[config.mk]
export PLATFORM = sky130hd
export DESIGN_NAME = ram_port_arbiter_flat
export DESIGN_NICKNAME = d
export VERILOG_FILES = /design/src/rtl/ram_port_arbiter_pkg.sv /design/src/rtl/ram_port_arbiter_if.sv /design/src/rtl/ram_port_arbiter_rr_pick2.sv /design/src/rtl/ram_port_arbiter.sv /design/src/flat_wrapper.sv
export SDC_FILE = /design/constraint.sdc
export NUM_CORES = 1
export LEC_CHECK = 0
export ABC_AREA = 1
export BUFFER_PORTS_ARGS = -buffer_cell sky130_fd_sc_hd__buf_2
export CAP_MARGIN = 40
export CORE_MARGIN = 1
export CORE_UTILIZATION = 40
export CTS_CLUSTER_SIZE = 8
export DETAILED_ROUTE_END_ITERATION = 12
export GPL_TIMING_DRIVEN = 0
export PLACE_DENSITY = 0.7
export SYNTH_ARGS = -nofsm -noshare
export SYNTH_HDL_FRONTEND = slang
export SYNTH_SLANG_ARGS = --single-unit
export TNS_END_PERCENT = 30
[constraint.sdc]
create_clock -name clka -period 1.9 [get_ports clka]
set_clock_uncertainty 0.05 [all_clocks]
set_input_delay 0.19 -clock clka [delete_from_list [all_inputs] [get_ports clka]]
set_output_delay 0.19 -clock clka [all_outputs]
set_load 0.01 [all_outputs]
[src/rtl/ram_port_arbiter_pkg.sv]
// rtl/ram_port_arbiter_pkg.sv - shared widths and port-B read owner tags
//
// Contents:
//   ADDR_W  default RAM word-address width
//   DATA_W  default RAM data width
//   tag_t   owner of an in-flight port-B read (TAG_NONE/TAG_FETCH/TAG_DATA)

package ram_port_arbiter_pkg;

    localparam int ADDR_W = 10;
    localparam int DATA_W = 16;

    typedef enum logic [1:0] {
        TAG_NONE  = 2'd0,
        TAG_FETCH = 2'd1,
        TAG_DATA  = 2'd2
    } tag_t;

endpackage

[src/rtl/ram_port_arbiter_if.sv]
// rtl/ram_port_arbiter_if.sv - requester and RAM signal bundle for the RAM port arbiter
//
// Signals:
//   fetch side : f_req, f_addr -> f_gnt, f_rvalid, f_rdata
//   data side  : d_req, d_we, d_addr, d_wdata -> d_gnt, d_rvalid, d_rdata
//   RAM port A : ena, wea, addra, dia (write port, registered in the arbiter)
//   RAM port B : enb, addrb (registered in the arbiter), dob (registered in the RAM)
// Modports:
//   slave  : the arbiter
//   master : the CPU stages together with the RAM

interface ram_port_arbiter_if #(
    parameter int ADDR_W = ram_port_arbiter_pkg::ADDR_W,
    parameter int DATA_W = ram_port_arbiter_pkg::DATA_W
);

    logic              f_req;
    logic [ADDR_W-1:0] f_addr;
    logic              f_gnt;
    logic              f_rvalid;
    logic [DATA_W-1:0] f_rdata;

    logic              d_req;
    logic              d_we;
    logic [ADDR_W-1:0] d_addr;
    logic [DATA_W-1:0] d_wdata;
    logic              d_gnt;
    logic              d_rvalid;
    logic [DATA_W-1:0] d_rdata;

    logic              ena;
    logic              wea;
    logic [ADDR_W-1:0] addra;
    logic [DATA_W-1:0] dia;

    logic              enb;
    logic [ADDR_W-1:0] addrb;
    logic [DATA_W-1:0] dob;

    modport slave (
        input  f_req, f_addr,
        output f_gnt, f_rvalid, f_rdata,
        input  d_req, d_we, d_addr, d_wdata,
        output d_gnt, d_rvalid, d_rdata,
        output ena, wea, addra, dia,
        output enb, addrb,
        input  dob
    );

    modport master (
        output f_req, f_addr,
        input  f_gnt, f_rvalid, f_rdata,
        output d_req, d_we, d_addr, d_wdata,
        input  d_gnt, d_rvalid, d_rdata,
        input  ena, wea, addra, dia,
        input  enb, addrb,
        output dob
    );

endinterface

[src/rtl/ram_port_arbiter_rr_pick2.sv]
// rtl/ram_port_arbiter_rr_pick2.sv - two-way round-robin picker for RAM port B
//
// Ports:
//   clk, rst               clock, synchronous active-high reset
//   req_data, req_fetch    port-B read requests (already hazard-filtered)
//   gnt_data, gnt_fetch    combinational one-hot grant
// The pointer remembers which side was granted last; that side loses the
// next tie. It moves on every port-B grant, contested or not, and resets to
// "data last granted".

module rr_pick2 (
    input  logic clk,
    input  logic rst,
    input  logic req_data,
    input  logic req_fetch,
    output logic gnt_data,
    output logic gnt_fetch
);

    logic data_last;

    always_comb begin
        gnt_data  = 1'b0;
        gnt_fetch = 1'b0;
        if (req_data && req_fetch) begin
            gnt_data  = !data_last;
            gnt_fetch = data_last;
        end else begin
            gnt_data  = req_data;
            gnt_fetch = req_fetch;
        end
    end

    always_ff @(posedge clk) begin
        if (rst) begin
            data_last <= 1'b1;
        end else if (gnt_data) begin
            data_last <= 1'b1;
        end else if (gnt_fetch) begin
            data_last <= 1'b0;
        end
    end

endmodule

[src/rtl/ram_port_arbiter.sv]
// rtl/ram_port_arbiter.sv - shares a simple dual-port RAM between fetch and load/store
//
// Ports:
//   clka  single clock for the arbiter and both RAM ports
//   rst   synchronous active-high reset
//   bus   ram_port_arbiter_if.slave: requester handshakes and RAM port A/B
// Build option:
//   RAM_ARB_ROUND_ROBIN_EN  defined: port-B ties alternate via rr_pick2;
//                           undefined: data read always beats fetch read.
// Writes use port A and never contend with fetch. Reads use port B with a
// two-edge return: accept edge T, RAM samples addrb at T+1, rdata/rvalid
// are loaded at T+2.

module ram_port_arbiter
    import ram_port_arbiter_pkg::*;
(
    input  logic                clka,
    input  logic                rst,
    ram_port_arbiter_if.slave   bus
);

    logic d_wr;
    logic d_rd;
    logic hazard;
    logic f_rd;
    logic pick_d;
    logic pick_f;

    tag_t tag_q1;
    tag_t tag_q2;
    tag_t tag_next;

    assign d_wr = bus.d_req && bus.d_we;
    assign d_rd = bus.d_req && !bus.d_we;

    // A fetch of the word being written this cycle is held off one edge so
    // its port-B read lands after the port-A write has reached the array.
    assign hazard = d_wr && bus.f_req && (bus.f_addr == bus.d_addr);
    assign f_rd   = bus.f_req && !hazard;

`ifdef RAM_ARB_ROUND_ROBIN_EN
    rr_pick2 u_pick (
        .clk       (clka),
        .rst       (rst),
        .req_data  (d_rd),
        .req_fetch (f_rd),
        .gnt_data  (pick_d),
        .gnt_fetch (pick_f)
    );
`else
    assign pick_d = d_rd;
    assign pick_f = f_rd && !d_rd;
`endif

    assign bus.d_gnt = d_wr || pick_d;
    assign bus.f_gnt = pick_f;

    always_comb begin
        tag_next = TAG_NONE;
        if (pick_d) begin
            tag_next = TAG_DATA;
        end else if (pick_f) begin
            tag_next = TAG_FETCH;
        end
    end

    // Port A: one-cycle write strobe; address/data hold when idle.
    always_ff @(posedge clka) begin
        if (rst) begin
            bus.ena   <= 1'b0;
            bus.wea   <= 1'b0;
            bus.addra <= '0;
            bus.dia   <= '0;
        end else begin
            bus.ena <= d_wr;
            bus.wea <= d_wr;
            if (d_wr) begin
                bus.addra <= bus.d_addr;
                bus.dia   <= bus.d_wdata;
            end
        end
    end

    // Port B issue plus the owner-tag pipeline that follows each read
    // through the RAM's output register.
    always_ff @(posedge clka) begin
        if (rst) begin
            bus.enb   <= 1'b0;
            bus.addrb <= '0;
            tag_q1    <= TAG_NONE;
            tag_q2    <= TAG_NONE;
        end else begin
            bus.enb <= pick_d || pick_f;
            if (pick_d) begin
                bus.addrb <= bus.d_addr;
            end else if (pick_f) begin
                bus.addrb <= bus.f_addr;
            end
            tag_q1 <= tag_next;
            tag_q2 <= tag_q1;
        end
    end

    // Return: steer dob to the owner; rdata holds until the owner's next read.
    always_ff @(posedge clka) begin
        if (rst) begin
            bus.f_rvalid <= 1'b0;
            bus.f_rdata  <= '0;
            bus.d_rvalid <= 1'b0;
            bus.d_rdata  <= '0;
        end else begin
            bus.f_rvalid <= (tag_q2 == TAG_FETCH);
            bus.d_rvalid <= (tag_q2 == TAG_DATA);
            if (tag_q2 == TAG_FETCH) begin
                bus.f_rdata <= bus.dob;
            end
            if (tag_q2 == TAG_DATA) begin
                bus.d_rdata <= bus.dob;
            end
        end
    end

endmodule

[src/flat_wrapper.sv]
// flat-port wrapper written by rule: the top's interface ports become plain ports
module ram_port_arbiter_flat import ram_port_arbiter_pkg::*;
  (clka, rst, bus_f_req, bus_f_addr, bus_f_gnt, bus_f_rvalid, bus_f_rdata, bus_d_req, bus_d_we, bus_d_addr, bus_d_wdata, bus_d_gnt, bus_d_rvalid, bus_d_rdata, bus_ena, bus_wea, bus_addra, bus_dia, bus_enb, bus_addrb, bus_dob);
  ram_port_arbiter_if #(.ADDR_W(10), .DATA_W(16)) bus_i ();
  input  logic clka;
  input  logic rst;
  input wire logic [$bits(bus_i.f_req)-1:0] bus_f_req;
  input wire logic [$bits(bus_i.f_addr)-1:0] bus_f_addr;
  output wire logic [$bits(bus_i.f_gnt)-1:0] bus_f_gnt;
  output wire logic [$bits(bus_i.f_rvalid)-1:0] bus_f_rvalid;
  output wire logic [$bits(bus_i.f_rdata)-1:0] bus_f_rdata;
  input wire logic [$bits(bus_i.d_req)-1:0] bus_d_req;
  input wire logic [$bits(bus_i.d_we)-1:0] bus_d_we;
  input wire logic [$bits(bus_i.d_addr)-1:0] bus_d_addr;
  input wire logic [$bits(bus_i.d_wdata)-1:0] bus_d_wdata;
  output wire logic [$bits(bus_i.d_gnt)-1:0] bus_d_gnt;
  output wire logic [$bits(bus_i.d_rvalid)-1:0] bus_d_rvalid;
  output wire logic [$bits(bus_i.d_rdata)-1:0] bus_d_rdata;
  output wire logic [$bits(bus_i.ena)-1:0] bus_ena;
  output wire logic [$bits(bus_i.wea)-1:0] bus_wea;
  output wire logic [$bits(bus_i.addra)-1:0] bus_addra;
  output wire logic [$bits(bus_i.dia)-1:0] bus_dia;
  output wire logic [$bits(bus_i.enb)-1:0] bus_enb;
  output wire logic [$bits(bus_i.addrb)-1:0] bus_addrb;
  input wire logic [$bits(bus_i.dob)-1:0] bus_dob;
  assign bus_i.f_req = bus_f_req;
  assign bus_i.f_addr = bus_f_addr;
  assign bus_f_gnt = bus_i.f_gnt;
  assign bus_f_rvalid = bus_i.f_rvalid;
  assign bus_f_rdata = bus_i.f_rdata;
  assign bus_i.d_req = bus_d_req;
  assign bus_i.d_we = bus_d_we;
  assign bus_i.d_addr = bus_d_addr;
  assign bus_i.d_wdata = bus_d_wdata;
  assign bus_d_gnt = bus_i.d_gnt;
  assign bus_d_rvalid = bus_i.d_rvalid;
  assign bus_d_rdata = bus_i.d_rdata;
  assign bus_ena = bus_i.ena;
  assign bus_wea = bus_i.wea;
  assign bus_addra = bus_i.addra;
  assign bus_dia = bus_i.dia;
  assign bus_enb = bus_i.enb;
  assign bus_addrb = bus_i.addrb;
  assign bus_i.dob = bus_dob;
  ram_port_arbiter u_core (.clka(clka), .rst(rst), .bus(bus_i));
endmodule
==> results of run 1 <==
-- metal layers --
metal / up-vias / track usage, %
li1: 1499 / -
met1: 1315 / 23.9
met2: 112 / 36.9
met3: 8 / 7.16
met4: 0 / 8.49
met5: - / 0
-- registers in the layout (all words and copies together), names as in the netlist --
register,cells
u_core.bus.addrb,10
u_core.bus.f_rdata,16
u_core.bus.enb,1
u_core.tag_q2,2
u_core.bus.ena,1
u_core.bus.d_rvalid,1
u_core.bus.dia,16
u_core.bus.addra,10
u_core.bus.f_rvalid,1
u_core.bus.d_rdata,16
u_core.tag_q1,2
-- kinds of logic (layout without fill, tap and decap cells) --
family                 count (synthesis)  count (layout)
AND/OR/NAND/NOR                      184             184
flip-flops                            76              76
buffers and inverters                 41             187
XOR/XNOR                               5               5
AO/OA/AOI/OAI                         79              79
-- power breakdown --
part | total (mW) | switching, mW | internal, mW
registers | 1.72 | 0.0410 | 1.68
logic | 0.465 | 0.272 | 0.193
clock network | 1.36 | 0.611 | 0.746
total | 3.54 | 0.924 | 2.62
-- final timing paths --
| path | start | to |
|---|---|---|
| worst min register to register | u_core.tag_q1[0]$_SDFF_PP0_ | u_core.tag_q2[0]$_SDFF_PP0_ |
| worst min-delay path | bus_d_wdata[14] | u_core.bus.dia[14]$_SDFFE_PP0N_ |
| worst max-delay path | u_core.tag_q2[0]$_SDFF_PP0_ | u_core.bus.f_rdata[4]$_SDFFE_PP0P_ |
| worst max register to register | u_core.tag_q2[0]$_SDFF_PP0_ | u_core.bus.f_rdata[4]$_SDFFE_PP0P_ |
-- stage by stage --
stage          power, mW  hold WS, ns
3_5_place_dp        2.22        0.350
6_report            3.54       0.0340
2_1_floorplan       2.01        0.267
4_1_cts             3.58       0.0157
3_3_place_gp        2.21        0.347
5_1_grt             3.72       0.0357
-- placed cells by master, fill, tap and decap left out --
cell type and instances:
o21ai_1 2, nand2_2 4, buf_4 2, clkinv_1 1, clkbuf_8 10, inv_2 5, clkbuf_2 1, clkinvlp_4 1
a21oi_2 7, dfxtp_1 76, clkinv_4 2, nand3_2 7, a21oi_1 9, inv_6 1, buf_1 1, xnor2_1 5
buf_12 1, nand2_1 48, clkinv_2 1, inv_1 13, buf_2 132, o21ai_0 61, clkbuf_1 14, nand2_4 1
nor3_1 1, nor2_1 116, bufinv_16 2, nand3_1 4, nor2_2 3
-- worst register-to-register path: cells and delay by family, from the launching register on --
kind | cells | cell delay [ns]
DFF | 1 | 0.31
and+or+nand+nor | 3 | 0.49
buffers and inverters | 3 | 0.64
-- layout make-up --
cell class / instances / area [um^2] / share of cell area (%)
buffer: 22 / 120 / 3.05
clock buffer: 9 / 124 / 3.15
clock inverter: 7 / 98.8 / 2.51
inverter: 19 / 71.3 / 1.81
multi-input combinational: 268 / 1230 / 31.3
sequential: 76 / 1520 / 38.6
tap: 96 / 120 / 3.05
timing repair buffer: 130 / 651 / 16.5
==> reports/metrics.yaml, run 1 <==
drt:
  drt_iter0_markers: 68
  wl_mm: 7.67
  wl_per_cell_um: 12.2
  drc: 0
  top_layer_used: "met4"
  dr_total_vias: 2934
  firstDrtPassIters: 4
  dr_wl_met2_mm: 3.58
  ant_nets: 0
  wl_met1_mm: 3.30
  viasPerCell: 4.68
  met3_length_um: 692
layout:
  fin_nets: 583
  syn_to_final_growth_pct: 33.7
  post-route-cell-area_mm2: 0.00394
  diodes: 0
  fin_util_pct: 56.7
  fill_cells: 713
  drive_above_1_share_pct: 33.9
  finalNonFillerCells: 627
synthesis:
  synth-edff-count: 0
  ys_top_cells_by_count: "nor2_1 (116), dfxtp_1 (76), o21ai_0 (61), nand2_1 (48), clkbuf_1 (14)"
  yosysSeqAreaShare_pct: 51.7
  synth.avg_cell_area_um2: 7.65
  yosysWarnings: 0
  yosysTopAreaCellShare_pct: 51.7
  synth-seq-cells: 76
  synth_cell_type_count: 24
  synth-simple-area-share_pct: 26.0
  muxShareOfSynthArea_pct: 0
  synth_area_leaders: "dfxtp_1 (52%), nor2_1 (15%), o21ai_0 (10%), nand2_1 (6.1%), nand3_2 (2.4%)"
  syn_inst: 385
  synth_compound_area_share_pct: 14.3
  synth_top_area_cell: "dfxtp_1"
  synth_fa_ha_area_share_pct: 0
  synth-xor-area-share_pct: 1.49
  syn-num-nets: 442
  synth_top_family_by_area: "simple AND/OR/NAND/NOR gates"
  yosys.cell_count.top_type: "nor2_1"
  async_reset_ff_share_pct: 0
  netlist_area_mm2: 0.00294
  synth-main-ff-cell: "dfxtp_1"
timing:
  fmax_ghz: 0.635
  setup_tns_ns: 0
  period_minus_slack_ns: 1.58
  worst_slack_ns: 0.325
  rsz0062_at_grt: "false"
  tightest_slew_ns: 0.583
  fin_crit_sh_pct: 82.9
  setup_viol: 0
  drv_slew: 0
  final_hold_viol_count: 0
  relSlewSlack_pct: 61.1
place:
  io_buffers: 130
  place.gp.congestion: 0.789
  hpwl_mm: 5.75
  place_ws_ns: 0.305
  placed_area_mm2: 0.00371
  dp.cells: 611
worst_setup_path:
  rr_worst_depth: 6
  critPathLaunchType: "flip-flop"
  path_buf_inv: 3
  crit_path_top_delay_cell: "clkbuf_1"
  cp.depth: 6
  path_class: "flip-flop to flip-flop"
  path_cells: "inv_1 > nor2_2 > clkinv_1 > clkbuf_1 > nor2_1 > nor2_1"
  arrival_ns: 1.76
  crit_required_ns: 2.09
  crit_family: "buffers and inverters"
  crit_fanout: 10
  reg2reg_slack_ns: 0.32
  path_common_cell: "nor2_1"
  endpoint_kind: "flip-flop"
  crit_path_max_incr_delay_ns: 0.32
global_route:
  grt_pass1_vias: 2773
  gr-total-overflow: 0
  grt_usage_pct: 21.2
  antenna_found_initial: 0
  grt_max_degree: 15
  grt_first_pass_wirelength_mm: 12.5
clock_network:
  path_clk_slew_ns: 0.08
  cts_max_level: 3
  cts_hold_buf: 0
  clockRootBuffer: "clkbuf_8"
  clock_path_buffers: 2
  post-cts-setup-buffer-count: 0
  cts_tree: "yes"
  cts_resized: 0
  cts.sinks: 76
  numCtsBuffers: 9
  insertion_delay_ns: 0.33
pwr:
  p_leak_nw: 1.96
  pwr_density_cell_mw_per_mm2: 899
  peakVddDrop_uv: 609
floorplan:
  start_util_pct: 42.4
  core_area_mm2: 0.00694
  dieArea_mm2: 0.00771
  num_io_pins: 132
  dieWidth_um: 87.8
  num_rows: 30
  fp.dieH_um: 87.8
hold_path:
  min_path_type: "primary input to flip-flop"
  hold_path_depth: 3
outcome:
  status: "finished, final reports clean"
run:
  maxCapViolations: 0
Power figures use the tool's default switching activity.
==> run 2, diff against run 1 <==
--- a/config.mk
+++ b/config.mk
@@ -13,7 +13,7 @@
 export CTS_CLUSTER_SIZE = 8
 export DETAILED_ROUTE_END_ITERATION = 12
 export GPL_TIMING_DRIVEN = 0
-export PLACE_DENSITY = 0.7
+export PLACE_DENSITY = 0.72
 export SYNTH_ARGS = -nofsm -noshare
 export SYNTH_HDL_FRONTEND = slang
 export SYNTH_SLANG_ARGS = --single-unit
==> constraint.sdc (replaced) <==
create_clock -name clka -period 1.3 [get_ports clka]
set_clock_uncertainty 0.05 [all_clocks]
set_input_delay 0.13 -clock clka [delete_from_list [all_inputs] [get_ports clka]]
set_output_delay 0.13 -clock clka [all_outputs]
set_load 0.01 [all_outputs]
==> run 2 against run 1 <==
Effect of this change:
- hold slack got worse by 0.022 ns
- non-clock buffer count grew 38
- worst setup slack worse by 0.32 ns
- sequential share of layout area fell by 3.5 points
- sequential cell count unchanged
- total power increased by 44%
- core utilization rose by 5.6 points
- register-to-register slack got worse by 0.21 ns
- sequential power up 46%
- critical path type is now primary input to output pin
- critical endpoint is now bus_f_gnt
- highest routed layer unchanged
==> reports/metrics.yaml, run 2 (same netlist as run 1, synthesis figures left out) <==
clock_network:
  cts_tree: "yes"
  cts.sinks: 76  # unchanged
  numCtsBuffers: 9  # unchanged
  clock_path_buffers: 2  # unchanged
  clockRootBuffer: "clkbuf_8"
  insertion_delay_ns: 0.34  # about the same
  path_clk_slew_ns: 0.07  # about the same
  cts_max_level: 3  # unchanged
place:
  hpwl_mm: 5.77  # +0.34%
  io_buffers: 130  # unchanged
  place.gp.congestion: 0.859  # +8.8%
worst_setup_path:
  crit_path_top_delay_cell: "xnor2_2"
  arrival_ns: 1.12  # -0.64 ns
  path_cells: "buf_2 > xnor2_2 > nand3_1 > nor2_2 > nand2_2 > nand2_4 > buf_12 > nor2_1 > buf_2"
  path_common_cell: "buf_2"
  crit_fanout: 5  # -5
  path_class: "primary input to output pin"
  crit_family: "simple AND/OR/NAND/NOR gates"
  crit_required_ns: 1.12  # -0.97 ns
  crit_path_max_incr_delay_ns: 0.15  # -0.17 ns
  critPathLaunchType: "primary input"
  path_buf_inv: 3  # unchanged
  endpoint_kind: "output pin"
hold_path:
  min_path_type: "primary input to flip-flop"
drt:
  met3_length_um: 703  # +1.6%
  drc: 0  # unchanged
  dr_wl_met2_mm: 3.85  # +7.5%
  wl_met1_mm: 3.69  # +12%
  top_layer_used: "met4"
  drt_iter0_markers: 83  # +22%
  wl_mm: 8.38  # +9.2%
  viasPerCell: 4.69  # +0.26%
  firstDrtPassIters: 4  # unchanged
  dr_total_vias: 3120  # +6.3%
  wl_per_cell_um: 12.6  # +3.0%
  ant_nets: 0  # unchanged
floorplan:
  num_io_pins: 132  # unchanged
  dieArea_mm2: 0.00771  # unchanged
  fp.dieH_um: 87.8  # unchanged
  core_area_mm2: 0.00694  # unchanged
  start_util_pct: 42.4  # unchanged
  num_rows: 30  # unchanged
  dieWidth_um: 87.8  # unchanged
layout:
  final_common_cell: "buf_2"
  diodes: 0  # unchanged
  final_cell_mix: "buf_2 (128), nor2_1 (114), dfxtp_1 (76)"
  largestRegisters: "u_core.bus.d_rdata: 16 flops, u_core.bus.dia: 16 flops, u_core.bus.f_rdata: 16 flops"
  fin_nets: 621  # +6.5%
  syn_to_final_growth_pct: 47.0
  drive_above_1_share_pct: 34.8  # +0.90 points
global_route:
  grt_max_degree: 18  # +3
  grt_first_pass_wirelength_mm: 13.0  # +4.5%
  grt_usage_pct: 22.1  # +0.87 points
  grt_pass1_vias: 2904  # +4.7%
  antenna_found_initial: 0  # unchanged
  gr-total-overflow: 0  # unchanged
timing:
  setup_viol: 0  # unchanged
  whs_ns: 0.0118  # -0.0223 ns
  tightest_slew_ns: 0.601  # +0.0182 ns
  final_hold_viol_count: 0  # unchanged
  drv_slew: 0  # unchanged
  rsz0062_at_grt: "true"
  relSlewSlack_pct: 59.9  # -1.2 points
  period_minus_slack_ns: 1.30
  setup_tns_ns: 0  # unchanged
  fin_crit_sh_pct: 99.7
  fmax_ghz: 0.771
pwr:
  pwr_density_cell_mw_per_mm2: 1180  # +31%
  total_power_mw: 5.10  # +44%
  p_leak_nw: 2.14  # +8.9%
  peakVddDrop_uv: 635  # +4.3%
run:
  maxCapViolations: 0  # unchanged
outcome:
  status: "finished, final reports clean"
## run 2: cell types whose count changed in the layout (fill, tap and decap cells not counted), moves of 2 or more
cell and delta:
buf_4 +9, clkbuf_2 +2, buf_2 -4, nor2_1 -2
inv_1 -5, buf_6 +3, inv_2 +5, dlygate4sd3_1 +31
## run 2: report_power, final
part           internal (mW)  switching (mW)  total [mW]
clock network          0.938           0.850        1.79
registers               2.45          0.0613        2.51
logic                  0.369           0.430       0.799
total                   3.76            1.34        5.10
## run 2: per-stage QoR
step           std cells  util, %  setup WS [ns]  cell area, um^2
6_report             665     62.3        0.00340             4330
5_1_grt              665     62.3        -0.0491             4330
4_1_cts              657     60.9        -0.0291             4230
3_5_place_dp         611     53.5         -0.251             3710
3_3_place_gp         611     53.5         -0.219             3710
2_1_floorplan        385        -         0.0748             2940
## run 2: what timing repair did
item | in CTS | in global routing
setup endpoints to repair | 21 | 22
gates resized for setup | 7 | 12
pin swaps | 1 | 8
hold buffers | 31 | 0
gates cloned | 0 | 0
hold endpoints to repair | 34 | 0
setup buffers | 0 | 9
## run 2: path summary, 6_finish.rpt
| check | depth (start not counted) | endpoint | start | slack, ns |
|---|---|---|---|---|
| worst max-delay path | 9 | bus_f_gnt | bus_f_addr[6] | 0.003 |
| worst min register to register | 2 | u_core.tag_q2[1]$_SDFF_PP0_ | u_core.tag_q1[1]$_SDFF_PP0_ | 0.36 |
| worst min-delay path | 3 | u_core.bus.addra[7]$_SDFFE_PP0N_ | bus_d_addr[7] | 0.01 |
| worst max register to register | 5 | u_core.bus.d_rdata[7]$_SDFFE_PP0P_ | u_core.tag_q2[0]$_SDFF_PP0_ | 0.11 |
## run 2: worst reg2reg max path, cell delays in order (launching register included)
cell and delay, ns:
dfxtp_1 0.30, inv_1 0.11, nand2_2 0.14, clkbuf_2 0.21, o21ai_0 0.22, nor2_1 0.06
## run 2: final cells by class
class | count | area, um^2
buffer | 20 | 114
clock buffer | 12 | 145
clock inverter | 4 | 48.8
fill | 625 | 2620
inverter | 19 | 73.8
multi-input combinational | 268 | 1260
sequential | 76 | 1520
tap | 96 | 120
timing repair buffer | 170 | 1050
## run 2: metal layers
metal	up-vias	track usage, %
met5	-	0
met4	0	8.35
met3	14	6.88
met2	126	38.1
met1	1403	25.7
li1	1577	-
